`config.mk`:
```
export PLATFORM = sky130hd
export DESIGN_NAME = ctrl_sequencer
export DESIGN_NICKNAME = d
export VERILOG_FILES = /design/src/rtl/proc_defs.sv /design/src/rtl/ctrl_decode.sv /design/src/rtl/ctrl_sequencer.sv
export SDC_FILE = /design/constraint.sdc
export NUM_CORES = 1
export LEC_CHECK = 0
export ABC_CLOCK_PERIOD_IN_PS = 4500
export BUFFER_PORTS_ARGS = -buffer_cell sky130_fd_sc_hd__buf_2
export CAP_MARGIN = 20
export CORE_MARGIN = 5
export CORE_UTILIZATION = 23
export CTS_BUF_LIST = sky130_fd_sc_hd__clkbuf_8 sky130_fd_sc_hd__clkbuf_16
export DETAILED_ROUTE_END_ITERATION = 10
export PLACE_DENSITY_LB_ADDON = 0.12
export SETUP_SLACK_MARGIN = 0.2
export SYNTH_ARGS = -nofsm -noshare
export SYNTH_HDL_FRONTEND = slang
export SYNTH_SLANG_ARGS = --single-unit
```
`constraint.sdc`:
```
create_clock -name clk -period 4.5 [get_ports clk]
set_input_delay 1.125 -clock clk [delete_from_list [all_inputs] [get_ports clk]]
set_output_delay 1.125 -clock clk [all_outputs]
set_load 0.005 [all_outputs]
```
`src/rtl/proc_defs.sv`:
```
// Shared definitions for the 4-bit processor control path: opcodes, ALU
// encodings, writeback source codes and sequencer state encodings.
package proc_defs;

    localparam logic [3:0] OP_NOP  = 4'h0;
    localparam logic [3:0] OP_MOV  = 4'h1;
    localparam logic [3:0] OP_ADD  = 4'h2;
    localparam logic [3:0] OP_SUB  = 4'h3;
    localparam logic [3:0] OP_AND  = 4'h4;
    localparam logic [3:0] OP_OR   = 4'h5;
    localparam logic [3:0] OP_XOR  = 4'h6;
    localparam logic [3:0] OP_NOT  = 4'h7;
    localparam logic [3:0] OP_LDI  = 4'h8;
    localparam logic [3:0] OP_JMP  = 4'h9;
    localparam logic [3:0] OP_JZ   = 4'hA;
    localparam logic [3:0] OP_HALT = 4'hF;

    localparam logic [2:0] ALU_ADD    = 3'b000;
    localparam logic [2:0] ALU_SUB    = 3'b001;
    localparam logic [2:0] ALU_AND    = 3'b010;
    localparam logic [2:0] ALU_OR     = 3'b011;
    localparam logic [2:0] ALU_XOR    = 3'b100;
    localparam logic [2:0] ALU_NOT    = 3'b101;
    localparam logic [2:0] ALU_PASS_B = 3'b110;

    localparam logic SRC_ALU = 1'b0;
    localparam logic SRC_IMM = 1'b1;

    typedef enum logic [2:0] {
        S_FETCH  = 3'd0,
        S_DECODE = 3'd1,
        S_FETCH2 = 3'd2,
        S_OPND   = 3'd3,
        S_EXEC   = 3'd4,
        S_WB     = 3'd5,
        S_HALT   = 3'd6
    } state_t;

    // Instructions that carry a second byte (immediate or jump target).
    function automatic logic is_two_byte(input logic [3:0] opcode);
        return (opcode == OP_LDI) || (opcode == OP_JMP) || (opcode == OP_JZ);
    endfunction

endpackage

```
`src/rtl/ctrl_decode.sv`:
```
// Combinational instruction decoder: opcode -> ALU/writeback controls and flow flags.
// With CTRL_ILLEGAL_TRAP_EN defined, undefined opcodes B-E decode as halt.
module ctrl_decode
    import proc_defs::*;
(
    input  logic [3:0] opcode,
    output logic [2:0] alu_op,
    output logic       src_sel,
    output logic       writes_reg,
    output logic       two_byte,
    output logic       is_jump,
    output logic       is_halt
);

    always_comb begin
        alu_op     = ALU_ADD;
        src_sel    = SRC_ALU;
        writes_reg = 1'b0;
        is_jump    = 1'b0;
        is_halt    = 1'b0;
        case (opcode)
            OP_MOV: begin alu_op = ALU_PASS_B; writes_reg = 1'b1; end
            OP_ADD: begin alu_op = ALU_ADD;    writes_reg = 1'b1; end
            OP_SUB: begin alu_op = ALU_SUB;    writes_reg = 1'b1; end
            OP_AND: begin alu_op = ALU_AND;    writes_reg = 1'b1; end
            OP_OR:  begin alu_op = ALU_OR;     writes_reg = 1'b1; end
            OP_XOR: begin alu_op = ALU_XOR;    writes_reg = 1'b1; end
            OP_NOT: begin alu_op = ALU_NOT;    writes_reg = 1'b1; end
            OP_LDI: begin src_sel = SRC_IMM;   writes_reg = 1'b1; end
            OP_JMP,
            OP_JZ:   is_jump = 1'b1;
            OP_HALT: is_halt = 1'b1;
`ifdef CTRL_ILLEGAL_TRAP_EN
            4'hB, 4'hC, 4'hD, 4'hE: is_halt = 1'b1;
`endif
            default: ;
        endcase
    end

    assign two_byte = is_two_byte(opcode);

endmodule

```
`src/rtl/ctrl_sequencer.sv`:
```
// Instruction sequencer and control FSM for the 4-bit processor.
// Optional trap on undefined opcodes B-E is enabled by CTRL_ILLEGAL_TRAP_EN (see ctrl_decode).
module ctrl_sequencer
    import proc_defs::*;
#(
    parameter int ADDR_W = 8,
    parameter int DATA_W = 4
) (
    input  logic              clk,
    input  logic              reset,
    input  logic              run,
    input  logic [7:0]        instr,
    input  logic              zero_flag,
    output logic [ADDR_W-1:0] pc,
    output logic              instr_rd,
    output logic [1:0]        rx_sel,
    output logic [1:0]        ry_sel,
    output logic              load_en,
    output logic [2:0]        alu_op,
    output logic              src_sel,
    output logic [DATA_W-1:0] imm,
    output logic              halted
);

    state_t     state;
    state_t     next_state;
    logic [7:0] ir;
    logic [7:0] opnd;

    logic       writes_reg;
    logic       two_byte;
    logic       is_jump;
    logic       is_halt;
    logic       jump_taken;

    ctrl_decode u_decode (
        .opcode     (ir[7:4]),
        .alu_op     (alu_op),
        .src_sel    (src_sel),
        .writes_reg (writes_reg),
        .two_byte   (two_byte),
        .is_jump    (is_jump),
        .is_halt    (is_halt)
    );

    assign rx_sel = ir[3:2];
    assign ry_sel = ir[1:0];
    assign imm    = opnd[DATA_W-1:0];

    // JZ only redirects when the ALU reports zero; JMP always does.
    assign jump_taken = is_jump && ((ir[7:4] != OP_JZ) || zero_flag);

    always_ff @(posedge clk) begin
        if (reset) begin
            state <= S_FETCH;
            pc    <= '0;
            ir    <= '0;
            opnd  <= '0;
        end else begin
            state <= next_state;
            case (state)
                S_DECODE: begin
                    ir <= instr;
                    pc <= pc + ADDR_W'(1);
                end
                S_OPND: begin
                    opnd <= instr;
                    pc   <= pc + ADDR_W'(1);
                end
                S_EXEC: begin
                    if (jump_taken) begin
                        pc <= opnd[ADDR_W-1:0];
                    end
                end
                default: ;
            endcase
        end
    end

    // The DECODE branch looks at the raw ROM byte since ir is loaded on this same edge.
    always_comb begin
        next_state = state;
        instr_rd   = 1'b0;
        load_en    = 1'b0;
        halted     = 1'b0;
        case (state)
            S_FETCH: begin
                instr_rd = run;
                if (run) next_state = S_DECODE;
            end
            S_DECODE: begin
                next_state = is_two_byte(instr[7:4]) ? S_FETCH2 : S_EXEC;
            end
            S_FETCH2: begin
                instr_rd   = 1'b1;
                next_state = S_OPND;
            end
            S_OPND: begin
                next_state = S_EXEC;
            end
            S_EXEC: begin
                if (is_halt)         next_state = S_HALT;
                else if (writes_reg) next_state = S_WB;
                else                 next_state = S_FETCH;
            end
            S_WB: begin
                load_en    = 1'b1;
                next_state = S_FETCH;
            end
            S_HALT: begin
                halted = 1'b1;
            end
            default: next_state = S_FETCH;
        endcase
        if (reset) begin
            instr_rd = 1'b0;
            load_en  = 1'b0;
            halted   = 1'b0;
        end
    end

endmodule

```
==> results by group <==
Run status
  • Status: finished, final reports clean

STA
  • Worst slew pin tran: 818.4 ps
  • Maximum clock frequency: 0.3504 GHz
  • Unrepaired setup endpoints after global routing: no
  • Slew headroom: 0.4544
  • Setup TNS: 0 ps
  • Tmin final: 2854 ps
  • Fin Clk Skew: 2.804 ps
  • Hold slack: 468.4 ps
  • Final Hold Fails: 0
  • Period utilization: 0.6341
  • Worst setup margin: 1646 ps
  • Final Max Slew Viols: 0
  • Final setup violation count: 0

Final layout
  • Antenna cells: 0
  • Final instance area: 1665 um^2
  • Share of cells above drive strength 1: 0.1932
  • FILL cells: 690
  • Nets: 221
  • Area Overhead vs Synth: 13.66%

Clock network
  • Clk Latency, worst-skew pair: 270 ps
  • CTS tree: yes
  • Deepest clock path buffer count: 2
  • Num CTS Buffers: 3
  • CTS root buffer: clkbuf_8
  • CTS clk-pin slew, worst paths: 90 ps
  • Post_cts resized: 0
  • Depth of the CTS H-tree: 1
  • Hold-fix buffers, CTS: 0
  • Number of buffers added for setup after CTS: 0
  • Clock net sink count: 27

Pwr
  • Power Density: 283.0 nW/um^2
  • VDD IR max: 0.0001551 V
  • NetSw: 133.9 uW
  • Total Power: 471.2 uW
  • Switching Fraction: 0.2843
  • Clk pwr share: 0.292
  • Int Pwr: 337.3 uW
  • Comb power frac: 0.150
  • Flop pwr share: 0.558
  • Leak: 0.0006924 uW

Floorplanning
  • I/O pin count: 35
  • Starting Density: 0.2334
  • Total core area: 6277 um^2
  • Die Ht: 89.82 um
  • Die area: 8067 um^2
  • Num rows: 29
  • Horiz. Die Dim: 89.82 um

Synth
  • Post-synth top flop: dfxtp_1
  • Avg Cell Area, Syn: 7.752 um^2
  • Asr flop ratio synth: 0
  • Post-synth EDFFs: 0
  • Sequential area share after synthesis: 0.3689
  • Syn Nets: 202
  • Synth Instances: 189
  • Flop and latch count out of synthesis: 27
  • Synth warn: 0
  • Synthesized cell area: 1465 um^2
  • Post-synth cell types: 35

GRT
  • First-pass GRT wire length: 7.017 mm
  • GR Util All Layers: 0.1035
  • Antenna violations before repair: 0
  • Largest net degree at the start of global routing: 25
  • Number of global-route vias before repair: 1339
  • Total congestion overflow: 0

Setup path
  • R2R setup slack: 2160 ps
  • CP required: 3380 ps
  • Reg-to-reg startpoint: state[1]
  • Worst setup EP type: output port
  • Worst R2R Path Depth: 4
  • R2r endpoint: pc[3]
  • Critical Path Start Type: primary input
  • Setup Crit Path Kind: primary input to output port
  • WP data arrival: 1730 ps
  • Maximum net fanout on the critical path: 12

Placed design
  • Post-DP Area: 1620 um^2
  • Gpl congestion: 0.7417
  • Buffers on Ports: 34
  • Final HPWL DP: 2.902 mm
  • Dpl ws: 1637 ps

Drt
  • Vias per cell: 4.687
  • DRT iter0 DRCs: 63
  • Wire length per cell: 14.67 um
  • Drt pass-1 iters: 4
  • Routed Antenna Nets: 0
  • DR vias: 1331
  • # DRC: 0
  • Total Wirelength: 4.166 mm

Hold path
  • Worst hold endpoint: opnd[7]
  • HP Class: flop to flop
  • Hold_sp: opnd[7]
  • Hold Path Stages: 2

Job
  • Max-cap violation count: 0
[synthesized netlist by cell type, types with 5 or more instances]
library cell  count  area share
nor2b_1           5       0.021
nand2_1          24       0.061
dfxtp_1          27        0.37
buf_4             8       0.041
clkbuf_1         10       0.026
nor2_1           15       0.038
a221o_1           5       0.034
a21oi_1          22       0.075
nor3_1            6       0.020
o21ai_0          11       0.038
nand2b_1          6       0.026
nand3_1          10       0.034
[power by group through the flow]
stage	Sequential, uW	Clock, uW	Combinational (uW)
floorplan	261	0	55.1
global placement	269	0	72.7
detailed placement	269	0	71.5
CTS	263	148	71.9
global route	266	154	80.9
finish	263	138	70.8
[worst max-delay path by stage]
stage | start | endpoint | slack, ps | depth (start not counted)
finish | reset | instr_rd | 1650 | 3
global route | state[1] | instr_rd | 1620 | 3
CTS | reset | instr_rd | 1640 | 3
detailed placement | reset | instr_rd | 1640 | 3
global placement | reset | instr_rd | 1670 | 3
floorplan | reset | halted | 1600 | 3
[metrics by stage]
step             util  cells
2_1_floorplan       -    189
3_3_place_gp   0.2581    280
3_5_place_dp   0.2581    280
4_1_cts        0.2653    284
5_1_grt        0.2653    284
6_report       0.2653    284
[cells by family after synthesis]
family                   share of synthesized area
AO/OA/AOI/OAI                               0.2220
XOR/XNOR                                  0.005979
adder cells (fa/ha/maj)                   0.008538
buffers and inverters                      0.08626
flip-flops                                  0.3689
multiplexers                               0.02050
AND/OR/NAND/NOR                             0.2878
[flip-flops by register name (all words and copies together) (netlist names)]
signal / flops
state: 3
pc: 8
opnd: 8
ir: 8
[layer usage]
layer  track usage  part of all wire
met1        0.1311              0.48
met2        0.1744              0.48
met3       0.03088             0.040
met4       0.01889            0.0055
met5             0                 0
[placed cells by master (no fill, tap or decap), types with 5 or more instances in the layout]
cell      Yosys  layout
nand2b_1      6       6
a221o_1       5       5
nor3_1        6       6
buf_2         2      34
a21oi_1      22      22
dfxtp_1      27      27
nor2b_1       5       5
nand2_1      24      24
nor2_1       15      15
o21ai_0      11      11
nand3_1      10      10
[area by class of cell]
class | count | area (um^2) | area share
clock inverters | 1 | 3.754 | 0.002254
multi-input cells | 139 | 798.3 | 0.4793
inverters | 2 | 7.507 | 0.004508
repair buffers | 35 | 177.7 | 0.1067
well taps | 77 | 96.34 | 0.05785
clock buffers | 3 | 41.29 | 0.02479
flip-flops and latches | 27 | 540.5 | 0.3246
[worst max-delay path, cell delays in order]
cell and delay, ps:
buf_2 180, nor4_1 260, buf_2 160
(Power assumes the default switching activity.)
